--- config.mk ---
export PLATFORM = sky130hd
export DESIGN_NAME = mem_port_arbiter
export DESIGN_NICKNAME = d
export VERILOG_FILES = /design/src/rtl/mem_port_arbiter.sv
export SDC_FILE = /design/constraint.sdc
export NUM_CORES = 1
export LEC_CHECK = 0
export BUFFER_PORTS_ARGS = -buffer_cell sky130_fd_sc_hd__buf_2
export CAP_MARGIN = 10
export CORE_UTILIZATION = 46
export CTS_CLUSTER_DIAMETER = 150
export CTS_CLUSTER_SIZE = 8
export DETAILED_ROUTE_END_ITERATION = 6
export PLACE_DENSITY = 0.8
export SYNTH_ARGS = -nofsm -noshare
export SYNTH_HDL_FRONTEND = slang
export SYNTH_SLANG_ARGS = --single-unit
--- constraint.sdc ---
create_clock -name clk -period 2.03 [get_ports clk]
set_input_delay 0 -clock clk [delete_from_list [all_inputs] [get_ports clk]]
set_output_delay 0 -clock clk [all_outputs]
set_load 0.005 [all_outputs]
--- src/rtl/mem_port_arbiter.sv ---
// Arbiter sharing one single-ported memory between instruction fetch and data access.
// Data side has priority; a fetch pending right after a data grant wins the next decision.
module mem_port_arbiter #(
  parameter int unsigned ADDR_WIDTH = 32,
  parameter int unsigned DATA_WIDTH = 32,
  parameter int unsigned TIMEOUT    = 15
) (
  input  logic                  clk,
  input  logic                  rst,
  input  logic                  if_req,
  input  logic [ADDR_WIDTH-1:0] if_addr,
  output logic [DATA_WIDTH-1:0] if_data,
  output logic                  if_ack,
  input  logic                  dm_ren,
  input  logic                  dm_wen,
  input  logic [ADDR_WIDTH-1:0] dm_addr,
  input  logic [DATA_WIDTH-1:0] dm_din,
  output logic [DATA_WIDTH-1:0] dm_dout,
  output logic                  dm_ack,
  output logic                  mem_cs,
  output logic                  mem_we,
  output logic [ADDR_WIDTH-1:0] mem_addr,
  output logic [DATA_WIDTH-1:0] mem_dout,
  input  logic [DATA_WIDTH-1:0] mem_din,
  input  logic                  mem_ack,
  output logic                  stall_if,
  output logic                  stall_mem,
  output logic                  bus_err
);

  localparam int unsigned CNT_W = 8;

  localparam logic [2:0] IDLE    = 3'd0;
  localparam logic [2:0] WAIT_IF = 3'd1;
  localparam logic [2:0] WAIT_DM = 3'd2;
  localparam logic [2:0] DONE_IF = 3'd3;
  localparam logic [2:0] DONE_DM = 3'd4;

  logic [2:0]            state, next_state;
  logic [CNT_W-1:0]      cnt, next_cnt;
  logic                  last_dm, next_last_dm;
  logic                  next_mem_cs, next_mem_we, next_if_ack, next_dm_ack, next_bus_err;
  logic [ADDR_WIDTH-1:0] next_mem_addr;
  logic [DATA_WIDTH-1:0] next_mem_dout, next_if_data, next_dm_dout;
  logic                  dm_pend;
  logic                  timed_out;

  assign dm_pend   = dm_ren | dm_wen;
  assign timed_out = (cnt == CNT_W'(TIMEOUT - 1));

  assign stall_if  = if_req & ~if_ack;
  assign stall_mem = dm_pend & ~dm_ack;

  // Next-state and next-output decode; every registered output is computed here.
  always_comb begin
    next_state    = state;
    next_cnt      = cnt;
    next_last_dm  = last_dm;
    next_mem_cs   = mem_cs;
    next_mem_we   = mem_we;
    next_mem_addr = mem_addr;
    next_mem_dout = mem_dout;
    next_if_data  = if_data;
    next_dm_dout  = dm_dout;
    next_if_ack   = 1'b0;
    next_dm_ack   = 1'b0;
    next_bus_err  = bus_err;

    case (state)
      IDLE: begin
        if (dm_pend && !(last_dm && if_req)) begin
          next_state    = WAIT_DM;
          next_mem_cs   = 1'b1;
          next_mem_we   = dm_wen;
          next_mem_addr = dm_addr;
          next_mem_dout = dm_din;
          next_last_dm  = 1'b1;
          next_cnt      = '0;
        end else if (if_req) begin
          next_state    = WAIT_IF;
          next_mem_cs   = 1'b1;
          next_mem_we   = 1'b0;
          next_mem_addr = if_addr;
          next_last_dm  = 1'b0;
          next_cnt      = '0;
        end
      end

      WAIT_IF, WAIT_DM: begin
        if (mem_ack || timed_out) begin
          next_mem_cs = 1'b0;
          next_mem_we = 1'b0;
          if (!mem_ack) begin
            next_bus_err = 1'b1;
          end
          // A timed-out access returns zero data but still completes.
          if (state == WAIT_IF) begin
            next_state   = DONE_IF;
            next_if_ack  = 1'b1;
            next_if_data = mem_ack ? mem_din : '0;
          end else begin
            next_state   = DONE_DM;
            next_dm_ack  = 1'b1;
            next_dm_dout = mem_ack ? mem_din : '0;
          end
        end else begin
          next_cnt = cnt + CNT_W'(1);
        end
      end

      DONE_IF, DONE_DM: begin
        next_state = IDLE;
      end

      default: begin
        next_state  = IDLE;
        next_mem_cs = 1'b0;
        next_mem_we = 1'b0;
      end
    endcase
  end

  // State and registered outputs.
  always_ff @(posedge clk) begin
    if (rst) begin
      state    <= IDLE;
      cnt      <= '0;
      last_dm  <= 1'b0;
      mem_cs   <= 1'b0;
      mem_we   <= 1'b0;
      mem_addr <= '0;
      mem_dout <= '0;
      if_data  <= '0;
      dm_dout  <= '0;
      if_ack   <= 1'b0;
      dm_ack   <= 1'b0;
      bus_err  <= 1'b0;
    end else begin
      state    <= next_state;
      cnt      <= next_cnt;
      last_dm  <= next_last_dm;
      mem_cs   <= next_mem_cs;
      mem_we   <= next_mem_we;
      mem_addr <= next_mem_addr;
      mem_dout <= next_mem_dout;
      if_data  <= next_if_data;
      dm_dout  <= next_dm_dout;
      if_ack   <= next_if_ack;
      dm_ack   <= next_dm_ack;
      bus_err  <= next_bus_err;
    end
  end

endmodule
* Word level (Yosys, flattened, before mapping)
Index checks and enable logic that the tools add are counted.
** Storage, ports and cells
- Bits in registers :: 145
- Bits of input ports :: 134
- Output and inout port bits :: 135
- Word-level logic and storage cells :: 71
** Operators by class
- Add/sub/neg operators :: 1
- Eq/ne operators :: 8
- Mux-type cells :: 22
- Bitwise logic cells :: 10
- Reduce and logical (&&, ||, !) cells :: 18
** Operators with widths (count)
- 2-to-1 mux 32 bit :: 3
- 2-to-1 mux 8 bit :: 3
- one-hot mux 8 bit (2 select lines) :: 1
- AND reduction 3 bit :: 5
- 2-to-1 mux 3 bit :: 4
- adder 8 x 1 -> 8 bit (second input constant) :: 1
- equality test 8 x 4 -> 1 bit (second input constant) :: 1
- 2-to-1 mux 1 bit :: 8
- NOT 1 bit :: 7
- equality test 3 x 2 -> 1 bit (second input constant) :: 2
- one-hot mux 1 bit (3 select lines) :: 2
- one-hot mux 3 bit (2 select lines) :: 1
- AND reduction 2 bit :: 3
- != test 2 bit (second input constant) :: 2
- nonzero test 2 bit :: 2
- OR reduction 2 bit :: 2
- equality test 3 x 1 -> 1 bit (second input constant) :: 1
- equality test 3 bit (second input constant) :: 1
- logical NOT 3 bit :: 1
- != test 3 bit (second input constant) :: 1
- OR reduction 3 bit :: 1
- AND 1 bit :: 2
- logical AND 1 bit :: 2
- logical NOT 1 bit :: 1
- other kinds (2) :: 2

* Depth between registers and ports, before layout
Gate-level depths: netlist of run 1.
- Depth in word-level cells :: 5
- Gate-level depth with buffers :: 8
- Depth with buffers taken out :: 7

* Least setup slack after synthesis of run 1
No wires, ideal clock.
- Path type :: register -> register
- From :: register cnt[0]
- To :: register cnt[3]
- Library setup time :: 0.087 ns
- Data arrival time :: 1.581 ns
- Data required time :: 1.943 ns
- Path slack :: 0.362 ns
- Stages on the path, launching flop included :: 8
- Path buffers :: 0
- Clock period less this slack :: 1.668 ns
- Cells stage by stage :: dfxtp_1 -> inv_1 -> ha_1 -> and3_1 -> a21oi_1 -> a21o_1 -> nand2b_4 -> o31ai_1
** Between the ends
- Cells in the longest elaborated chain, start to end :: 4
- Elaborated cells on any way between the ends :: 7
- Those cells by class :: add/sub: 1; eq/ne: 2; mux: 2; reduce/logical: 2
** RTL lines
- from (decl) :: RTL line 40 : logic [CNT_W-1:0] cnt, next_cnt;
- from (signal assigned) :: RTL line 140 : cnt <= next_cnt;
- parallel branches: the longest is 4 deep, another holds adder 8 x 1 -> 8 bit
Parallel ways; which one is timed is not known. The select of a mux whose other input is x is not followed.
A chain may end at the register's enable or synchronous reset.

* Final worst setup path of run 1
- From :: input port dm_wen
- To :: register mem_addr[10]
** Between the ends
- Cells in the longest elaborated chain, start to end :: 4
- Elaborated cells on any way between the ends :: 5
- Those cells by class :: mux: 1; bitwise: 1; reduce/logical: 3
** RTL lines
- from (decl) :: RTL line 15 : input logic dm_wen,
- bitwise OR 1 bit (*) :: RTL line 48 : assign dm_pend = dm_ren | dm_wen;
- logical AND 1 bit (*) :: RTL line 71 : if (dm_pend && !(last_dm && if_req)) begin
- nonzero test 2 bit (no source line)
- AND reduction 2 bit (no source line)
- to (signal assigned) :: RTL line 144 : mem_addr <= next_mem_addr;
- to (decl) :: RTL line 22 : output logic [ADDR_WIDTH-1:0] mem_addr,
Mark *: on every way between the ends. The rest lies on a longest branch, timed or not.

==> impl_results.md, run 1 <==
* Critical Path End Type: flop
* RePlAce Congestion at 0.7726
* Worst path buffer plus inverter count at 4
* Pre-CTS WS at 198.2 ps
* Pwr dens at 1075 nW/um2
* Status: complete, but fails checks
* Met2 global-route usage at 54.62%
* CTS max path bufs at 2
* H-tree depth reported by CTS at 4
* Busiest layer in global routing: met2
* Pre-Repair DR Iteration Count at 7
* Clock root buffer: clkbuf_16
* P&R area growth vs syn at 60.30%
* CP Class: in2reg
* Sw power at 3.027 mW
* Max-cap violations at 0
* Iter 0 DRT Violations at around 490
* Clock power frac at 32.2%
* CP Cell Sequence: dlygate4sd3_1 -> buf_2 -> nor2_2 -> a21oi_4 -> buf_12 -> mux2i_1 -> dlygate4sd3_1 -> a211oi_1
* Main synth FF type: dfxtp_1
* I/O Pins at 269
* All-Layer GR Usage at 32.22%
* Slowest cell on crit path: dlygate4sd3_1
* Row count at 39
* Number of global-route vias before repair at 6146
* Global-route wire length before repair at 31.51 mm
* Clock Pin Slew Worst Setup and Hold Paths at 60 ps
* Area occupied by multi-input gates at between 2000 and 2500 um2
* Period utilization at between 90% and 100%
* Clock Latency Late Sink at ~400 ps
* Die Wd at 111.8 um
* Slew @ Worst Pin at 645.3 ps
* Setup slack after layout at 70.55 ps
* Clock Skews at 6.073 ps
* Initial antenna violation count at 1
* DR vias/cell at 5.536
* Met1 usage at 34.71%
* Leak Pwr at roughly 4.2 nW
* Final Critical Period at 1959 ps
* Final Util at about three quarters
* Slew Viols, Final at 0
* Comb power frac at 30.2%
* # diodes at 0
* Mapped Area at 5547 um2
* Setup tns final at 0 ps
* Slew headroom at 56.98%
* Fillcell total at 735
* Post-synthesis sequential area ratio at between 50 and 60%
* Number of synthesized register bits at roughly 150
* Synth async-reset ratio at 0%
* Internal power at about 6.5 mW
* PortBufs at approximately 270
* Hold Path Class: in2reg
* Final antenna-violating net count at 0
* CP Max Fanout at 16
* Remaining DRCs at 21
* Crit path max-delay family: buffers and inverters
* CP most frequent cell: dlygate4sd3_1
* Die Area at 12500 um2
* Hold_ws at about 110 ps
* Startpoint types: primary input
* Area leader, netlist: dfxtp_1
* RSZ-0062 raised after global routing: no
* Synth unique cells at 37
* Failing checks: design-rule violations
* Syn_nets at 743
* Total power at 9.557 mW
* Routed wire per std cell at 18.01 um
* Final HPWL DP at 10.56 mm
* Critical Path RT at 2300 ps
* Arr. time, crit path at approximately 2200 ps
* Layout Nets at ~1100
* Area contributors post-synth: dfxtp_1 (52%), a32oi_1 (10%), nor2_1 (7.5%)
* Largest net degree at the start of global routing at 136
* Chip height at 111.8 um
* Post-Route WL at 20.42 mm
* Mapped Cells at a little over 600
* FF/Latch Area at 2903 um2
* Yosys top cell area share at a little over half
* Setup violations, final at 0
* Vias post-DR at approximately 6300
* Syn avg cell area at 9.138 um2
* Commonest non-fill, non-tap cell in the layout: buf_2
* Most frequent cells in the layout: buf_2 (267), dfxtp_1 (145), dlygate4sd3_1 (128)
* CTS Buf Count at 17
* CORE AREA at 11560 um2
* Share of power burned in registers at 37.5%
* Fmax at 0.5103 GHz
* Yosys Warn Count at 0
* Peak supply drop at between 0.5 and 0.6 mV
* Met3 Track Usage GR at 10.23%
* Grt ovf at 0
* Post-synth EDFFs at 0
* Max incr delay on CP at 610 ps
* Initial Util at roughly 48%
* TritonCTS clock tree: done
* Clock sinks at between 100 and 150
* Net Sw Frac at between 30% and 40%
* Share of cells above drive strength 1 at 32.19%
* Hold Vio Cnt, Final at 0
what timing repair did:
item / 4_1_cts / 5_1_grt
setup endpoints to repair: 0 / 5
hold endpoints to repair: 129 / 0
resized for setup: 0 / 1
setup buffers: 0 / 2
hold buffers: 128 / 0
final timing paths:
path	start	end	slack [ps]	depth (start not counted)
setup / recovery	dm_wen	mem_addr[10]	70	8
hold reg to reg	mem_dout[26]	mem_dout[26]	450	2
setup reg to reg	last_dm	mem_addr[10]	90	5
hold / removal	if_addr[23]	mem_addr[23]	110	3
metal layers:
metal	wire, um	vias to the layer above
met5	11	-
met4	1043	2
met3	1775	89
met2	9831	393
met1	7757	2873
li1	-	2921
through the flow:
step | cell area (um2) | std cells
finish | 8891 | 1134
CTS | 8848 | 1131
global placement | 6985 | 974
detailed placement | 6985 | 974
floorplan | 5547 | 607
global route | 8891 | 1134
worst reg2reg max path: stages (launching register included):
cell and delay, ps:
dfxtp_1 330, a21oi_4 250, buf_12 210, mux2i_1 310
dlygate4sd3_1 610, a211oi_1 80
cells in the mapped netlist (2+ instances only):
library cell  count
dfxtp_1         145
nor2_1          111
nand2_1          69
a32oi_1          64
a21oi_1          39
clkbuf_1         38
a211oi_1         33
mux2i_1          32
buf_2            13
o21ai_0           9
nor3_1            6
buf_4             5
and3_1            4
nor2b_1           4
o31ai_1           4
inv_1             3
nand3_1           3
a21o_1            2
a31oi_1           2
and2_1            2
ha_1              2
nand2b_1          2
sequential cells by signal, summed over array words and instances (netlist names):
register	cells
dm_dout	32
if_data	32
mem_addr	32
mem_dout	32
cnt	8
state	3
bus_err	1
dm_ack	1
if_ack	1
last_dm	1
mem_cs	1
mem_we	1
layout make-up:
cell class,count,area share (%)
sequential,145,32.65
timing repair buffer,412,31.64
multi-input combinational,402,27.03
clock buffer,19,4.982
tap,143,2.012
clock inverter,10,1.562
inverter,3,0.1267
power by group through the flow:
stage	Clock [mW]	Combinational [mW]	Sequential (mW)
finish	3.08	2.89	3.59
global route	3.26	3.10	3.63
CTS	3.13	2.71	3.56
detailed placement	0	2.44	3.61
global placement	0	2.41	3.60
floorplan	0	1.47	3.65
kinds of logic (layout without fill, tap and decap cells):
family | Yosys count | count (layout) | share of synthesized area, %
buf+inv | 60 | 444 | 4.827
compound gates | 159 | 159 | 20.91
flops | 145 | 145 | 52.33
fa+ha+maj | 2 | 2 | 0.4511
mux | 32 | 32 | 5.775
xor+xnor | 1 | 1 | 0.1579
simple gates | 208 | 208 | 15.54
No activity file was read; power rests on OpenSTA's default activity.
==> inputs of run 2 (changes only) <==
--- a/config.mk
+++ b/config.mk
@@ -11,6 +11,7 @@
 export CTS_CLUSTER_DIAMETER = 150
 export CTS_CLUSTER_SIZE = 8
 export DETAILED_ROUTE_END_ITERATION = 6
+export MAX_ROUTING_LAYER = met4
 export PLACE_DENSITY = 0.8
 export SYNTH_ARGS = -nofsm -noshare
 export SYNTH_HDL_FRONTEND = slang
==> constraint.sdc (replaced) <==
create_clock -name clk -period 2.03 [get_ports clk]
set_input_delay 0.1015 -clock clk [delete_from_list [all_inputs] [get_ports clk]]
set_output_delay 0.1015 -clock clk [all_outputs]
set_load 0.005 [all_outputs]
==> impl_results.md, run 2 (synthesis results as in run 1) <==
* Row count at 39 (unchanged)
* Final HPWL DP at 11.01 mm (+4.3%)
* Post-place instance area at 7008 um2 (+0.32%)
* Post-CTS setup buffers at 0 (unchanged)
* Die Wd at 111.8 um (unchanged)
* Worst reg2reg path startpoint: cnt[0]
* P&R area growth vs syn at 48.30%
* TritonCTS clock tree: done
* Layout Nets at 1054 (-5.6%)
* Vias post-DR at 5861 (-6.6%)
* Worst Hold Path EP: mem_addr[3]
* Initial Util at 47.96% (unchanged)
* RePlAce Congestion at 0.8013 (+3.7%)
* All-Layer GR Usage at 29.62% (-2.6 points)
* Clock Latency Late Sink at 420 ps (about the same)
* Global-route wire length before repair at 28.12 mm (-11%)
* # diodes at 0 (unchanged)
* Met2 global-route usage at 49.11% (-5.5 points)
* Setup violations, final at 0 (unchanged)
* Largest net degree at the start of global routing at 93 (-32%)
* CTS max path bufs at 2 (unchanged)
* Arr. time, crit path at 2240 ps (about the same)
* Most frequent cells in the layout: buf_2 (267), dfxtp_1 (145), nor2_1 (111)
* Hold Path Class: in2reg
* Slew headroom at 56.44% (-0.55 points)
* PortBufs at 268 (unchanged)
* R2r worst-path depth at 7 (+2)
* CORE AREA at 11560 um2 (unchanged)
* DR vias/cell at 5.457 (-1.4%)
* Die Area at 12500 um2 (unchanged)
* Pre-Repair DR Iteration Count at 7 (unchanged)
* Fmax at 0.5218 GHz (+2.2%)
* Slew Viols, Final at 0 (unchanged)
* CTS Buf Count at 17 (unchanged)
* CP Max Fanout at 6 (-10)
* RSZ-0062 raised after global routing: yes
* Final antenna-violating net count at 0 (unchanged)
* Critical Path RT at 2360 ps (+60 ps)
* Number of global-route vias before repair at 5613 (-8.7%)
* Final Critical Period at 1917 ps (-42.89 ps)
* Met1 usage at 32.58% (-2.1 points)
* Share of cells above drive strength 1 at 34.37% (+2.2 points)
* Grt ovf at 0 (unchanged)
* Peak supply drop at 0.7279 mV (+25%)
* Hold path startpoint: if_addr[3]
* Pwr dens at 1110 nW/um2 (+3.3%)
* Post-Route WL at 17.88 mm (-12%)
* Max-cap violations at 0 (unchanged)
* Commonest non-fill, non-tap cell in the layout: buf_2
* Total power at 9.129 mW (-4.5%)
* Reg2reg setup slack at 110 ps (+20 ps)
* Status: complete, but fails checks
* Slew @ Worst Pin at 653.5 ps (+8.194 ps)
* I/O Pins at 269 (unchanged)
* Hold Vio Cnt, Final at 0 (unchanged)
* Clock Skews at 11.18 ps (+5.111 ps)
* Period utilization at 94.41% (-2.1 points)
* Initial antenna violation count at 0 (-1)
* Critical Path End Type: flop
* Met3 Track Usage GR at 7.730% (-2.5 points)
* H-tree depth reported by CTS at 4 (unchanged)
* Chip height at 111.8 um (unchanged)
* CP Class: reg2reg
* Routed wire per std cell at 16.65 um (-7.5%)
* Remaining DRCs at 21 (unchanged)
* Finished Cell Area at 8225 um2 (-7.5%)
* Busiest layer in global routing: met2
* Clock Pin Slew Worst Setup and Hold Paths at 60 ps (about the same)
* Clock sinks at 145 (unchanged)
* R2R Path End: cnt[3]
* Hold Path Depth at 3 (unchanged)
* Fillcell total at 859 (+17%)
* Iter 0 DRT Violations at 478 (-1.4%)
* Failing checks: design-rule violations
* Startpoint types: flop
* Leak Pwr at 3.924 nW (-6.3%)
* Clock root buffer: clkbuf_16
==> run 2: worst max-delay path by stage <==
stage | cells past startpoint | end | start | slack, ps
floorplan | 7 | cnt[3] | cnt[0] | 360
global placement | 7 | cnt[7] | cnt[0] | 240
detailed placement | 7 | cnt[3] | cnt[0] | 190
CTS | 5 | mem_addr[13] | state[0] | 140
global route | 7 | cnt[5] | cnt[0] | -30
finish | 7 | cnt[3] | cnt[0] | 110
==> run 2: worst max-delay path, stage by stage (launching register included) <==
cell      delay (ps)
dfxtp_1          400
inv_1             60
ha_1             180
and3_1           200
a21oi_1          410
a21o_1           260
nand2b_4         100
o31ai_1          220
==> run 2: power breakdown <==
group | internal, mW | switching (mW)
sequential | 3.32 | 0.264
combinational | 1.14 | 1.48
clock | 1.77 | 1.15
==> run 2: layout make-up <==
class	instances	area (um2)	area share, %
inverter	3	11.26	0.1369
clock inverter	10	85.08	1.034
multi-input combinational	402	2409	29.28
timing repair buffer	349	2165	26.32
clock buffer	22	474.2	5.765
sequential	145	2903	35.29
tap	143	178.9	2.175
==> run 2: through the flow <==
stage | hold slack, ps | TNS [ps] | instances | util, % | setup WS (ps)
floorplan | 237.5 | 0 | 607 | - | 361.5
global placement | 342.7 | 0 | 977 | 60.60 | 242.7
detailed placement | 347.6 | 0 | 977 | 60.60 | 193.2
CTS | 2.340 | 0 | 1074 | 71.06 | 137.6
global route | 29.70 | -69.70 | 1074 | 71.12 | -31.42
finish | 19.66 | 0 | 1074 | 71.12 | 113.4
==> run 2: metal layers <==
metal	vias to the layer above	share of wire [%]
li1	2799	-
met1	2679	39
met2	333	49
met3	50	8.2
met4	0	3.9
met5	-	0
==> run 2: timing repair <==
| action | in CTS | in global routing |
|---|---|---|
| hold buffers | 65 | 0 |
| endpoints found under the setup margin | 0 | 5 |
| resized for setup | 0 | 1 |
| hold endpoints to repair | 96 | 0 |
